`src/rtl/forwarding_hazard_unit.sv`:
```
// Operand forwarding selector and load-use stall generator for an in-order pipeline.
// A small tag pipeline mirrors the destination of each instruction downstream of ID.
module forwarding_hazard_unit #(
  parameter int NUM_READ_PORTS = 2,
  parameter int NUM_STAGES     = 2,
  parameter int REG_ADDR_W     = 5,
  parameter int CNT_W          = 32,
  localparam int FWD_CODE_W    = $clog2(2 * NUM_STAGES + 1)
) (
  input  logic                               clk,
  input  logic                               reset,
  input  logic                               id_valid,
  input  logic [NUM_READ_PORTS*REG_ADDR_W-1:0] id_rs_addr,
  input  logic [NUM_READ_PORTS-1:0]          id_rs_used,
  input  logic [REG_ADDR_W-1:0]              id_rd_addr,
  input  logic                               id_reg_write,
  input  logic                               id_mem_to_reg,
  input  logic                               pipe_freeze,
  input  logic                               flush,
  output logic [NUM_READ_PORTS*FWD_CODE_W-1:0] fwd_sel,
  output logic                               stall,
  output logic [CNT_W-1:0]                   stall_count
);

  localparam logic [CNT_W-1:0]      CNT_MAX  = {CNT_W{1'b1}};
  localparam logic [CNT_W-1:0]      CNT_ONE  = {{(CNT_W-1){1'b0}}, 1'b1};
  localparam logic [REG_ADDR_W-1:0] REG_ZERO = {REG_ADDR_W{1'b0}};
  localparam logic [FWD_CODE_W-1:0] CODE_RF  = {FWD_CODE_W{1'b0}};

  // Index 0 is stage 1 (EX), index NUM_STAGES-1 is the oldest tracked stage.
  logic [NUM_STAGES-1:0]                 tag_valid_r;
  logic [NUM_STAGES-1:0][REG_ADDR_W-1:0] tag_rd_r;
  logic [NUM_STAGES-1:0]                 tag_wr_r;
  logic [NUM_STAGES-1:0]                 tag_load_r;
  logic [CNT_W-1:0]                      stall_count_r;

  logic [NUM_READ_PORTS-1:0] port_hazard_s;
  logic                      hazard_s;
  logic                      stall_s;

  function automatic logic is_producer(
    input logic                  valid,
    input logic                  wr,
    input logic [REG_ADDR_W-1:0] rd,
    input logic [REG_ADDR_W-1:0] rs
  );
    return valid && wr && (rd != REG_ZERO) && (rd == rs);
  endfunction

  for (genvar p = 0; p < NUM_READ_PORTS; p++) begin : g_port
    logic [REG_ADDR_W-1:0] rs_s;
    logic                  port_live_s;
    logic                  found_s;
    logic                  match_load1_s;
    logic [FWD_CODE_W-1:0] match_code_s;

    assign rs_s        = id_rs_addr[p*REG_ADDR_W +: REG_ADDR_W];
    assign port_live_s = id_valid && id_rs_used[p] && (rs_s != REG_ZERO);

    // Youngest producing stage wins; older matches are shadowed.
    always_comb begin
      found_s       = 1'b0;
      match_load1_s = 1'b0;
      match_code_s  = CODE_RF;
      for (int s = 0; s < NUM_STAGES; s++) begin
        if (!found_s && is_producer(tag_valid_r[s], tag_wr_r[s], tag_rd_r[s], rs_s)) begin
          found_s       = 1'b1;
          match_code_s  = tag_load_r[s] ? FWD_CODE_W'(2 * s + 2) : FWD_CODE_W'(2 * s + 1);
          match_load1_s = (s == 0) && tag_load_r[s];
        end else begin
          found_s = found_s;
        end
      end
    end

    // A load still in EX cannot be forwarded; the port reads the register file while stalled.
    assign port_hazard_s[p] = port_live_s && match_load1_s;
    assign fwd_sel[p*FWD_CODE_W +: FWD_CODE_W] =
      (port_live_s && !match_load1_s) ? match_code_s : CODE_RF;
  end

  assign hazard_s    = |port_hazard_s;
  assign stall_s     = hazard_s && !flush && !pipe_freeze;
  assign stall       = stall_s;
  assign stall_count = stall_count_r;

  // Tag pipeline advance and stall counter: reset > freeze > flush/stall bubble > normal.
  always_ff @(posedge clk) begin
    if (reset) begin
      tag_valid_r   <= {NUM_STAGES{1'b0}};
      tag_rd_r      <= {(NUM_STAGES*REG_ADDR_W){1'b0}};
      tag_wr_r      <= {NUM_STAGES{1'b0}};
      tag_load_r    <= {NUM_STAGES{1'b0}};
      stall_count_r <= {CNT_W{1'b0}};
    end else if (pipe_freeze) begin
      tag_valid_r   <= tag_valid_r;
      tag_rd_r      <= tag_rd_r;
      tag_wr_r      <= tag_wr_r;
      tag_load_r    <= tag_load_r;
      stall_count_r <= stall_count_r;
    end else begin
      for (int s = 1; s < NUM_STAGES; s++) begin
        tag_valid_r[s] <= tag_valid_r[s-1];
        tag_rd_r[s]    <= tag_rd_r[s-1];
        tag_wr_r[s]    <= tag_wr_r[s-1];
        tag_load_r[s]  <= tag_load_r[s-1];
      end
      if (flush || stall_s) begin
        tag_valid_r[0] <= 1'b0;
        tag_rd_r[0]    <= REG_ZERO;
        tag_wr_r[0]    <= 1'b0;
        tag_load_r[0]  <= 1'b0;
      end else begin
        tag_valid_r[0] <= id_valid;
        tag_rd_r[0]    <= id_rd_addr;
        tag_wr_r[0]    <= id_reg_write;
        tag_load_r[0]  <= id_mem_to_reg;
      end
      if (stall_s && (stall_count_r != CNT_MAX)) begin
        stall_count_r <= stall_count_r + CNT_ONE;
      end else begin
        stall_count_r <= stall_count_r;
      end
    end
  end

endmodule
```
`config.mk`:
```
export PLATFORM = sky130hd
export DESIGN_NAME = forwarding_hazard_unit
export DESIGN_NICKNAME = d
export VERILOG_FILES = /design/src/rtl/forwarding_hazard_unit.sv
export SDC_FILE = /design/constraint.sdc
export NUM_CORES = 1
export LEC_CHECK = 0
export CAP_MARGIN = 20
export CELL_PAD_IN_SITES_DETAIL_PLACEMENT = 0
export CELL_PAD_IN_SITES_GLOBAL_PLACEMENT = 1
export CORE_MARGIN = 4
export CORE_UTILIZATION = 37
export DETAILED_ROUTE_END_ITERATION = 10
export GPL_ROUTABILITY_DRIVEN = 1
export PLACE_DENSITY = 0.83
export SLEW_MARGIN = 20
export SYNTH_ARGS = -nofsm -noshare
export SYNTH_HDL_FRONTEND = slang
export SYNTH_SLANG_ARGS = --single-unit
```
`constraint.sdc`:
```
create_clock -name clk -period 3 [get_ports clk]
set_input_delay 0.6 -clock clk [delete_from_list [all_inputs] [get_ports clk]]
set_output_delay 0.6 -clock clk [all_outputs]
set_load 0.005 [all_outputs]
```
# ---- Word level (Yosys, flattened, before mapping)
# Index checks and enable logic that the tools add are counted.
dict set report word_totals {
  reg_bits 48
  inputBits 24
}
dict set report classes {
  add_sub_neg 1
  eq_ne 5
  n_mux 18
  bitwise 1
  reduce_logical 34
}
# operator count
set ops {}
lappend ops {{$add A32 B1 Y32 const B} 1}
lappend ops {{$ne A32 B32 Y1 const B} 1}
lappend ops {{$logic_and A1 B1 Y1} 21}
lappend ops {{$eq A5 B5 Y1} 4}
lappend ops {{$reduce_bool A5 Y1} 4}
lappend ops {{$mux W3} 6}
lappend ops {{$mux W1} 9}
lappend ops {{$logic_not A1 Y1} 6}
lappend ops {{$mux W5} 1}
lappend ops {{$mux W2} 2}
lappend ops {{$reduce_and A2 Y1} 1}
lappend ops {{$reduce_or A2 Y1} 1}
lappend ops {{$logic_or A1 B1 Y1} 1}
lappend ops {{$not A1 Y1} 1}

# ---- Logic depth before layout (Yosys ltp)
# Gate-level depths: netlist (run 1).
dict set report logic_depth {
  depth_word 13
  ltp_mapped 9
}

# ---- Worst setup path before layout (run 1)
# No wires, ideal clock.
dict set report synth_path {
  path_kind {input to register}
  start {in id_rs_addr[7]}
  end {reg stall_count_r[13], in the netlist stall_count[13]}
  t_arrival_ns 2.430
  slack_ns 0.449
  cell_stages 8
  n_path_buf 2
  path_cell_list {xnor2_1 -> nand3_1 -> or3_1 -> o32a_1 -> buf_6 -> buf_6 -> nor4b_1 -> mux2_2}
}
dict set report synth_between {
  elab_chain_cells 12
}
# element line_no
set synth_rtl {}
lappend synth_rtl {{from (decl)} 13} ;# input logic [NUM_READ_PORTS*REG_ADDR_W-1:0] id_rs_addr,
lappend synth_rtl {{$eq A5 B5 Y1} 47} ;# return valid && wr && (rd != REG_ZERO) && (rd == rs);
lappend synth_rtl {{$logic_and A1 B1 Y1} 47}
lappend synth_rtl {{$mux W1} 66} ;# if (!found_s && is_producer(tag_valid_r[s], tag_wr_r[s], tag_rd_r[s], rs_s)) begin
lappend synth_rtl {{$logic_not A1 Y1} 66}
lappend synth_rtl {{$logic_and A1 B1 Y1} 66}
lappend synth_rtl {{$mux W1} 66}
lappend synth_rtl {{$logic_and A1 B1 Y1 *} 77} ;# assign port_hazard_s[p] = port_live_s && match_load1_s;
lappend synth_rtl {{$reduce_or A2 Y1 *} 82} ;# assign hazard_s = |port_hazard_s;
lappend synth_rtl {{$logic_and A1 B1 Y1 * (2 in series)} 83} ;# assign stall_s = hazard_s && !flush && !pipe_freeze;
lappend synth_rtl {{$logic_and A1 B1 Y1 *} 119} ;# if (stall_s && (stall_count_r != CNT_MAX)) begin
lappend synth_rtl {{$reduce_and A2 Y1 (no source line) *} -}
lappend synth_rtl {{to (signal assigned)} 94} ;# stall_count_r <= {CNT_W{1'b0}};
lappend synth_rtl {{to (signal assigned)} 120} ;# stall_count_r <= stall_count_r + CNT_ONE;
lappend synth_rtl {{to (signal assigned)} 122} ;# stall_count_r <= stall_count_r;
lappend synth_rtl {{to (decl)} 35} ;# logic [CNT_W-1:0] stall_count_r;
# Mark *: on every way between the ends. The rest lies on a longest branch, timed or not.
# A chain may end at the register's enable or synchronous reset.

# ---- Worst setup path in the final report (run 1)
dict set report layout_path {
  start {reg tag_rd_r[1] (netlist name)}
  end {out fwd_sel[3]}
}
dict set report layout_between {
  elab_chain_cells 10
}
# element line_no
set layout_rtl {}
lappend layout_rtl {{from (decl)} 32} ;# logic [NUM_STAGES-1:0][REG_ADDR_W-1:0] tag_rd_r;
lappend layout_rtl {{from (signal assigned)} 91} ;# tag_rd_r <= {(NUM_STAGES*REG_ADDR_W){1'b0}};
lappend layout_rtl {{from (signal assigned)} 97} ;# tag_rd_r <= tag_rd_r;
lappend layout_rtl {{from (signal, indexed assignment)} 104} ;# tag_rd_r[s] <= tag_rd_r[s-1];
lappend layout_rtl {{$reduce_bool A5 Y1} 47}
lappend layout_rtl {{$logic_and A1 B1 Y1} 47}
lappend layout_rtl {{$logic_and A1 B1 Y1 *} 47}
lappend layout_rtl {{$mux W1} 66}
lappend layout_rtl {{$logic_not A1 Y1} 66}
lappend layout_rtl {{$logic_and A1 B1 Y1} 66}
lappend layout_rtl {{$mux W1} 66}
lappend layout_rtl {{$logic_not A1 Y1} 79} ;# (port_live_s && !match_load1_s) ? match_code_s : CODE_RF;
lappend layout_rtl {{$logic_and A1 B1 Y1} 79}
lappend layout_rtl {{$mux W3 *} 79}
lappend layout_rtl {{to (decl)} 20} ;# output logic [NUM_READ_PORTS*FWD_CODE_W-1:0] fwd_sel,
# Marked as above.

==> run_results.csv, run 1 <==
group,metric,value,unit
outcome,status,"finished clean",
cts,worstSkewPairLatency,0.30,ns
setup_path,critPathSlowestCell,"or4_1",
placement,portBuffers,62,
floorplan,start_util,37.74,%
floorplan,die_h,93.78,um
timing,fmax,344.6,MHz
timing,min_period,2.902,ns
cts,numCtsBuffers,5,
cts,htree_levels,2,
cts,cts_root_buf,"clkbuf_8",
global_routing,gr-total-overflow,0,
cts,clk_pin_slew,0.10,ns
floorplan,die_w,93.78,um
setup_path,cp-start-kind,"flop",
placement,hpwlAfterDp,5246,um
setup_path,cp_cell_sequence,"or4_1 > o211ai_1 > or3_4 > nand4_1 > o32a_1 > nor2_1 > clkdlybuf4s15_1",
worst_hold_path,hold_class,"flop to flop",
cts,cts_sinks,48,
timing,rsz0062_at_grt,"true",
pwr,power.leakage,0.001376,uW
logic_synthesis,synth_nets,345,
cts,holdBufCountCts,0,
floorplan,fp-row-count,31,
global_routing,antenna_found_initial,0,
global_routing,grt_max_degree,25,
run,drv_cap,0,
timing,setup_tns,0,ns
logic_synthesis,syn_inst,320,
layout,final_cell_mix,"dfxtp_1, clkdlybuf4s50_1, nor2_1",
route,drcViolationCount,0,
setup_path,crit_type,"flop to output port",
floorplan,core,0.007214,mm2
timing,tightest_slew,0.5921,ns
route,drtIter0Drc,118,
timing,maxSlewHeadroom,60.45,%
timing,finClkSkew,0.01282,ns
cts,cts_tree,"built",
setup_path,critPathRequiredTime,2.40,ns
logic_synthesis,synth_seq_area_share,35.29,%
setup_path,crit_buf_inv,1,
logic_synthesis,ys_ff_latch,48,
cts,cts.path.max_buffers,2,
logic_synthesis,avgSynthCellArea,8.508,um2
setup_path,arrival,2.30,ns
setup_path,slowest_delay,0.53,ns
timing,report.final.hold_viol_count,0,
route,drtAntennaViolNets,0,
global_routing,grt_pass1_vias,2412,
layout,drive_gt1_share,16.54,%
floorplan,ios,63,
global_routing,grt_use_total,15.92,%
route,vias,2579,
timing,maxSlewViolCount,0,
route,drt-total-wl,6924,um
placement,place.gp.congestion,0.8760,
setup_path,cp-end-kind,"output port",
layout,final_common_cell,"dfxtp_1",
pwr,p_per_area,349.2,mW/mm2
setup_path,critical_path_peak_fanout,2,
logic_synthesis,yosys_warnings,0,
pwr,total_power,1306,uW
setup_path,path_delay_family,"simple AND/OR/NAND/NOR gates",
layout,fill_cells,743,
route,post_drt_wl_per_cell,13.90,um
logic_synthesis,synthesis.area,0.002723,mm2
route,first_pass_iters,4,
timing,period_share,96.73,%
route,via_per_inst,5.179,
logic_synthesis,ys_types,38,
floorplan,die-area,0.008795,mm2
pwr,ir_drop,166.0,uV
timing,setup_viol,0,
layout,area_growth,37.36,%
layout,n_antenna_cell,0,
layout,layout.nets,424,
global_routing,grt_pass1_wl,11470,um
==> stage by stage <==
step                      area (um2)  std cells  setup WS [ns]  hold WS [ns]  util (%)
after floorplan                 2723        320         0.4495        0.4645         -
after global placement          3595        489        -0.2106        0.4811     49.83
after detailed placement        3595        489        -0.2187        0.4872     49.83
after CTS                       3730        497       0.007937        0.5017     51.70
after global routing            3740        498       -0.05196        0.5184     51.84
final                           3740        498        0.09803        0.4965     51.84
==> flip-flops by register name, summed over array words and instances (netlist names) <==
name and flops:
stall_count 32, tag_rd_r 10, tag_load_r 2, tag_valid_r 2
tag_wr_r 2
==> layout make-up <==
cell class	count	area, um2	share of cell area, %
Multi-Input combinational cell	250	1680	44.93
Sequential cell	48	962.2	25.73
Timing Repair Buffer	90	829.5	22.18
Tap cell	99	123.9	3.312
Clock buffer	5	68.82	1.840
Clock inverter	2	60.06	1.606
Inverter	4	15.01	0.4015
==> final timing paths <==
path | depth (start not counted) | startpoint | slack [ns] | to
max reg2reg | 10 | tag_rd_r[2] | 0.35 | stall_count[20]
max | 7 | tag_rd_r[1] | 0.1 | fwd_sel[3]
min | 2 | stall_count[28] | 0.50 | stall_count[28]
min reg2reg | 2 | stall_count[28] | 0.50 | stall_count[28]
==> kinds of logic after synthesis <==
group                      synth area share [%]
muxes                                     10.80
buffers and inverters                     3.768
adders and majority gates                0.4595
xor gates and xnor gates                  6.434
DFF                                       35.29
and+or+nand+nor                           31.71
AOI/OAI and AO/OA                         11.54
==> Yosys cell counts <==
| cell type | instances | area share (%) |
|---|---|---|
| ha_1 | 1 | 0.46 |
| nand3b_1 | 2 | 0.55 |
| o31ai_1 | 9 | 2.5 |
| nor2b_1 | 22 | 5.1 |
| nor3b_1 | 2 | 0.55 |
| nand4_1 | 9 | 2.1 |
| a22o_1 | 8 | 2.6 |
| xor2_1 | 5 | 1.6 |
| o41ai_1 | 1 | 0.32 |
| buf_2 | 4 | 0.74 |
| mux2_2 | 19 | 7.9 |
| inv_1 | 4 | 0.55 |
| and2_1 | 2 | 0.46 |
| or4_1 | 18 | 5.0 |
| nor4_1 | 8 | 1.8 |
| mux2i_1 | 8 | 2.9 |
| o31a_1 | 1 | 0.32 |
| o21ai_0 | 3 | 0.55 |
| or3_1 | 3 | 0.69 |
| nand2b_1 | 1 | 0.23 |
| o21ba_2 | 1 | 0.37 |
| nand3_1 | 19 | 3.5 |
| a2111oi_4 | 1 | 1.0 |
| dfxtp_1 | 48 | 35 |
| a31oi_1 | 1 | 0.23 |
| a21oi_1 | 10 | 1.8 |
| buf_1 | 2 | 0.28 |
| xnor2_1 | 15 | 4.8 |
| or2_2 | 1 | 0.23 |
| clkbuf_1 | 10 | 1.4 |
| o211ai_1 | 4 | 1.1 |
| nor4b_1 | 2 | 0.64 |
| o32a_1 | 2 | 0.74 |
| and3_1 | 3 | 0.69 |
| buf_6 | 2 | 0.83 |
| nor3_1 | 16 | 2.9 |
| nor2_1 | 39 | 5.4 |
| nand2_1 | 14 | 1.9 |
==> layer usage <==
metal | vias to the layer above | track usage [%] | share of wire [%]
met4 | 0 | 4.332 | 1.1
met2 | 41 | 25.49 | 47
met1 | 1199 | 21.75 | 49
met3 | 7 | 3.205 | 3.5
li1 | 1332 | - | -
met5 | - | 0 | 0
==> report_power, final <==
group	switching (uW)	internal, uW	total (uW)
registers	7.37	643	650
logic	53.2	58.1	111
clock network	216	328	544
total	277	1030	1310
==> worst register-to-register path, delay by kind of cell (launching register included) <==
kind                   cells  cell delay, ns
flip-flops                 1            0.32
buffers and inverters      4            0.62
XOR/XNOR                   1            0.16
AO/OA/AOI/OAI              2            0.52
AND/OR/NAND/NOR            3            0.97
==> timing repair <==
action	in CTS	in global routing
resized for setup	21	8
setup buffers	2	1
pin swaps	3	3
endpoints found under the setup margin	7	5
Power figures use the tool's default switching activity.
==> inputs of run 2 (changes only) <==
--- a/config.mk
+++ b/config.mk
@@ -5,7 +5,7 @@
 export SDC_FILE = /design/constraint.sdc
 export NUM_CORES = 1
 export LEC_CHECK = 0
-export CAP_MARGIN = 20
+export CAP_MARGIN = 10
 export CELL_PAD_IN_SITES_DETAIL_PLACEMENT = 0
 export CELL_PAD_IN_SITES_GLOBAL_PLACEMENT = 1
 export CORE_MARGIN = 4
==> results of run 2 <==
The final DEF is identical to that of run 1; final timing and power are the same.
==> inputs of run 3 (changes only) <==
==> constraint.sdc (replaced) <==
create_clock -name clk -period 2.74 [get_ports clk]
set_input_delay 0.548 -clock clk [delete_from_list [all_inputs] [get_ports clk]]
set_output_delay 0.548 -clock clk [all_outputs]
set_load 0.005 [all_outputs]
==> run_results.csv, run 3 (synthesized netlist as in run 1, its figures left out) <==
group,metric,value,unit
outcome,status,"complete, but fails checks",
outcome,violations,"setup timing",
route,drt-total-wl,7119,um
pwr,p_sw_share,23.95,%
floorplan,die-area,0.008795,mm2
route,vias,2652,
setup_path,r2r-start,"tag_rd_r[1]",
worst_hold_path,hold_path_end,"stall_count[20]",
pwr,power.leakage,0.001413,uW
floorplan,core,0.007214,mm2
floorplan,die_h,93.78,um
placement,portBuffers,62,
setup_path,reg2reg_to,"stall_count[22]",
timing,postLayoutSetupSlackWorst,-0.04926,ns
placement,dpl_cell_area,0.003632,mm2
pwr,total_power,1289,uW
timing,tightest_slew,0.6711,ns
layout,finish.instance_area,0.003896,mm2
layout,area_growth,43.11,%
setup_path,startpoint,"tag_rd_r[4]",
route,drcViolationCount,0,
global_routing,antenna_found_initial,0,
cts,holdBufCountCts,0,
global_routing,grt_max_degree,39,
floorplan,die_w,93.78,um
pwr,internal_power,980.0,uW
cts,cts_root_buf,"clkbuf_8",
timing,report.final.hold_viol_count,0,
timing,rsz0062_at_grt,"true",
route,drtAntennaViolNets,0,
cts,cts_sinks,48,
cts,numCtsBuffers,5,
floorplan,ios,63,
pwr,p_per_area,330.7,mW/mm2
layout,drive_gt1_share,22.63,%
pwr,p_switching,308.6,uW
route,via_per_inst,5.200,
worst_hold_path,hp-start,"stall_count[20]",
timing,finClkSkew,0.009040,ns
route,first_pass_iters,4,
layout,largest_reg_flops,32,
route,routed-wl-met3,259,um
global_routing,grt_use_total,16.62,%
placement,place.gp.congestion,0.8172,
route,met2_length,3538,um
timing,min_period,2.789,ns
setup_path,critPathRequiredTime,2.19,ns
setup_path,worst-r2r-cell-count,10,
cts,cts_tree,"built",
timing,maxSlewHeadroom,55.26,%
placement,hpwlAfterDp,5182,um
setup_path,cp-end-kind,"output port",
floorplan,start_util,37.74,%
route,highest_layer,"met4",
setup_path,crit_type,"flop to output port",
layout,layout.nets,435,
pwr,p_comb_share,10.2,%
setup_path,arrival,2.24,ns
route,met1_length,3224,um
pwr,seq_power_share,55.2,%
route,post_drt_wl_per_cell,13.96,um
layout,n_antenna_cell,0,
run,drv_cap,0,
setup_path,critical_path_peak_fanout,2,
timing,period_share,101.8,%
setup_path,r2r_slack,0.14,ns
pwr,ir_drop,197.3,uV
layout,final_common_cell,"dfxtp_1",
timing,maxSlewViolCount,0,
global_routing,grt_pass1_wl,11890,um
worst_hold_path,holdPathStages,2,
cts,clk_pin_slew,0.09,ns
cts,worstSkewPairLatency,0.30,ns
worst_hold_path,hold_class,"flop to flop",
global_routing,grt_pass1_vias,2583,
timing,fmax,358.5,MHz
cts,htree_levels,2,
route,drtIter0Drc,75,
pwr,clkPwrFrac,34.5,%
global_routing,gr-total-overflow,0,
floorplan,fp-row-count,31,
layout,final_cell_mix,"dfxtp_1, clkdlybuf4s50_1, nor2_1",
cts,cts.path.max_buffers,2,
timing,setup_viol,1,
setup_path,cp-start-kind,"flop",
-- run 3: changes by cell type in the layout (fill, tap and decap cells not counted), moves of 2 or more --
cell,before,now
nor4_4,0,2
buf_2,1,4
bufinv_16,2,0
nor3_1,16,12
or4_1,16,14
buf_4,26,35
nor3_2,0,3
dlymetal6s2s_1,2,0
dlygate4sd2_1,13,10
or4_4,2,4
a21oi_2,1,3
a21oi_1,9,7
nor4_1,8,6
-- run 3: worst max-delay path by stage --
stage                     slack, ns  cells past startpoint               to
after floorplan                0.24                      8  stall_count[13]
after global placement        -0.36                      6            stall
after detailed placement      -0.43                      9  stall_count[19]
after CTS                     -0.12                      8       fwd_sel[3]
after global routing          -0.18                      8       fwd_sel[3]
final                         -0.05                      8       fwd_sel[3]
-- run 3: timing repair --
item	4_1_cts	5_1_grt
setup endpoints to repair	20	26
pin swaps	9	5
buffers inserted	5	1
cloned	2	0
gates resized for setup	41	15
-- run 3: final cells by class --
class	count	area, um2
clock buffers	7	86.33
clock inverters	1	7.507
fillers	692	3318
repair buffers	101	935.9
flip-flops and latches	48	963.4
inverters	4	15.01
multi-input cells	250	1764
well taps	99	123.9
-- run 3: metal layers --
metal	track usage [%]	up-vias
met4	4.573	0
li1	-	1347
met1	20.48	1259
met5	0	-
met2	28.68	37
met3	4.087	9
-- run 3: per-stage QoR --
stage               setup WS, ns  hold WS, ns  TNS (ns)  cells  util (%)
detailed placement       -0.4308       0.4954    -12.66    494     50.35
floorplan                 0.2415       0.4645         0    320         -
CTS                      -0.1165       0.5099   -0.1835    509     53.56
finish                  -0.04926       0.5136  -0.04926    510     54.01
global placement         -0.3627       0.4872    -11.72    494     50.35
global route             -0.1828       0.5232   -0.3782    510     54.01
-- run 3: power by group through the flow --
stage	Clock [uW]	Sequential, uW	Combinational, uW
2_1_floorplan	0	728	60.8
3_3_place_gp	0	727	129
3_5_place_dp	0	727	131
4_1_cts	465	712	130
5_1_grt	493	713	143
6_report	445	712	132
-- run 3: worst max-delay path: stages (launching register included) --
cell and delay, ns:
dfxtp_2 0.33, or4_4 0.52, o211ai_1 0.21, buf_4 0.14, or3_4 0.11, nand4_1 0.10, o32a_1 0.30, nor2_1 0.10
buf_2 0.13
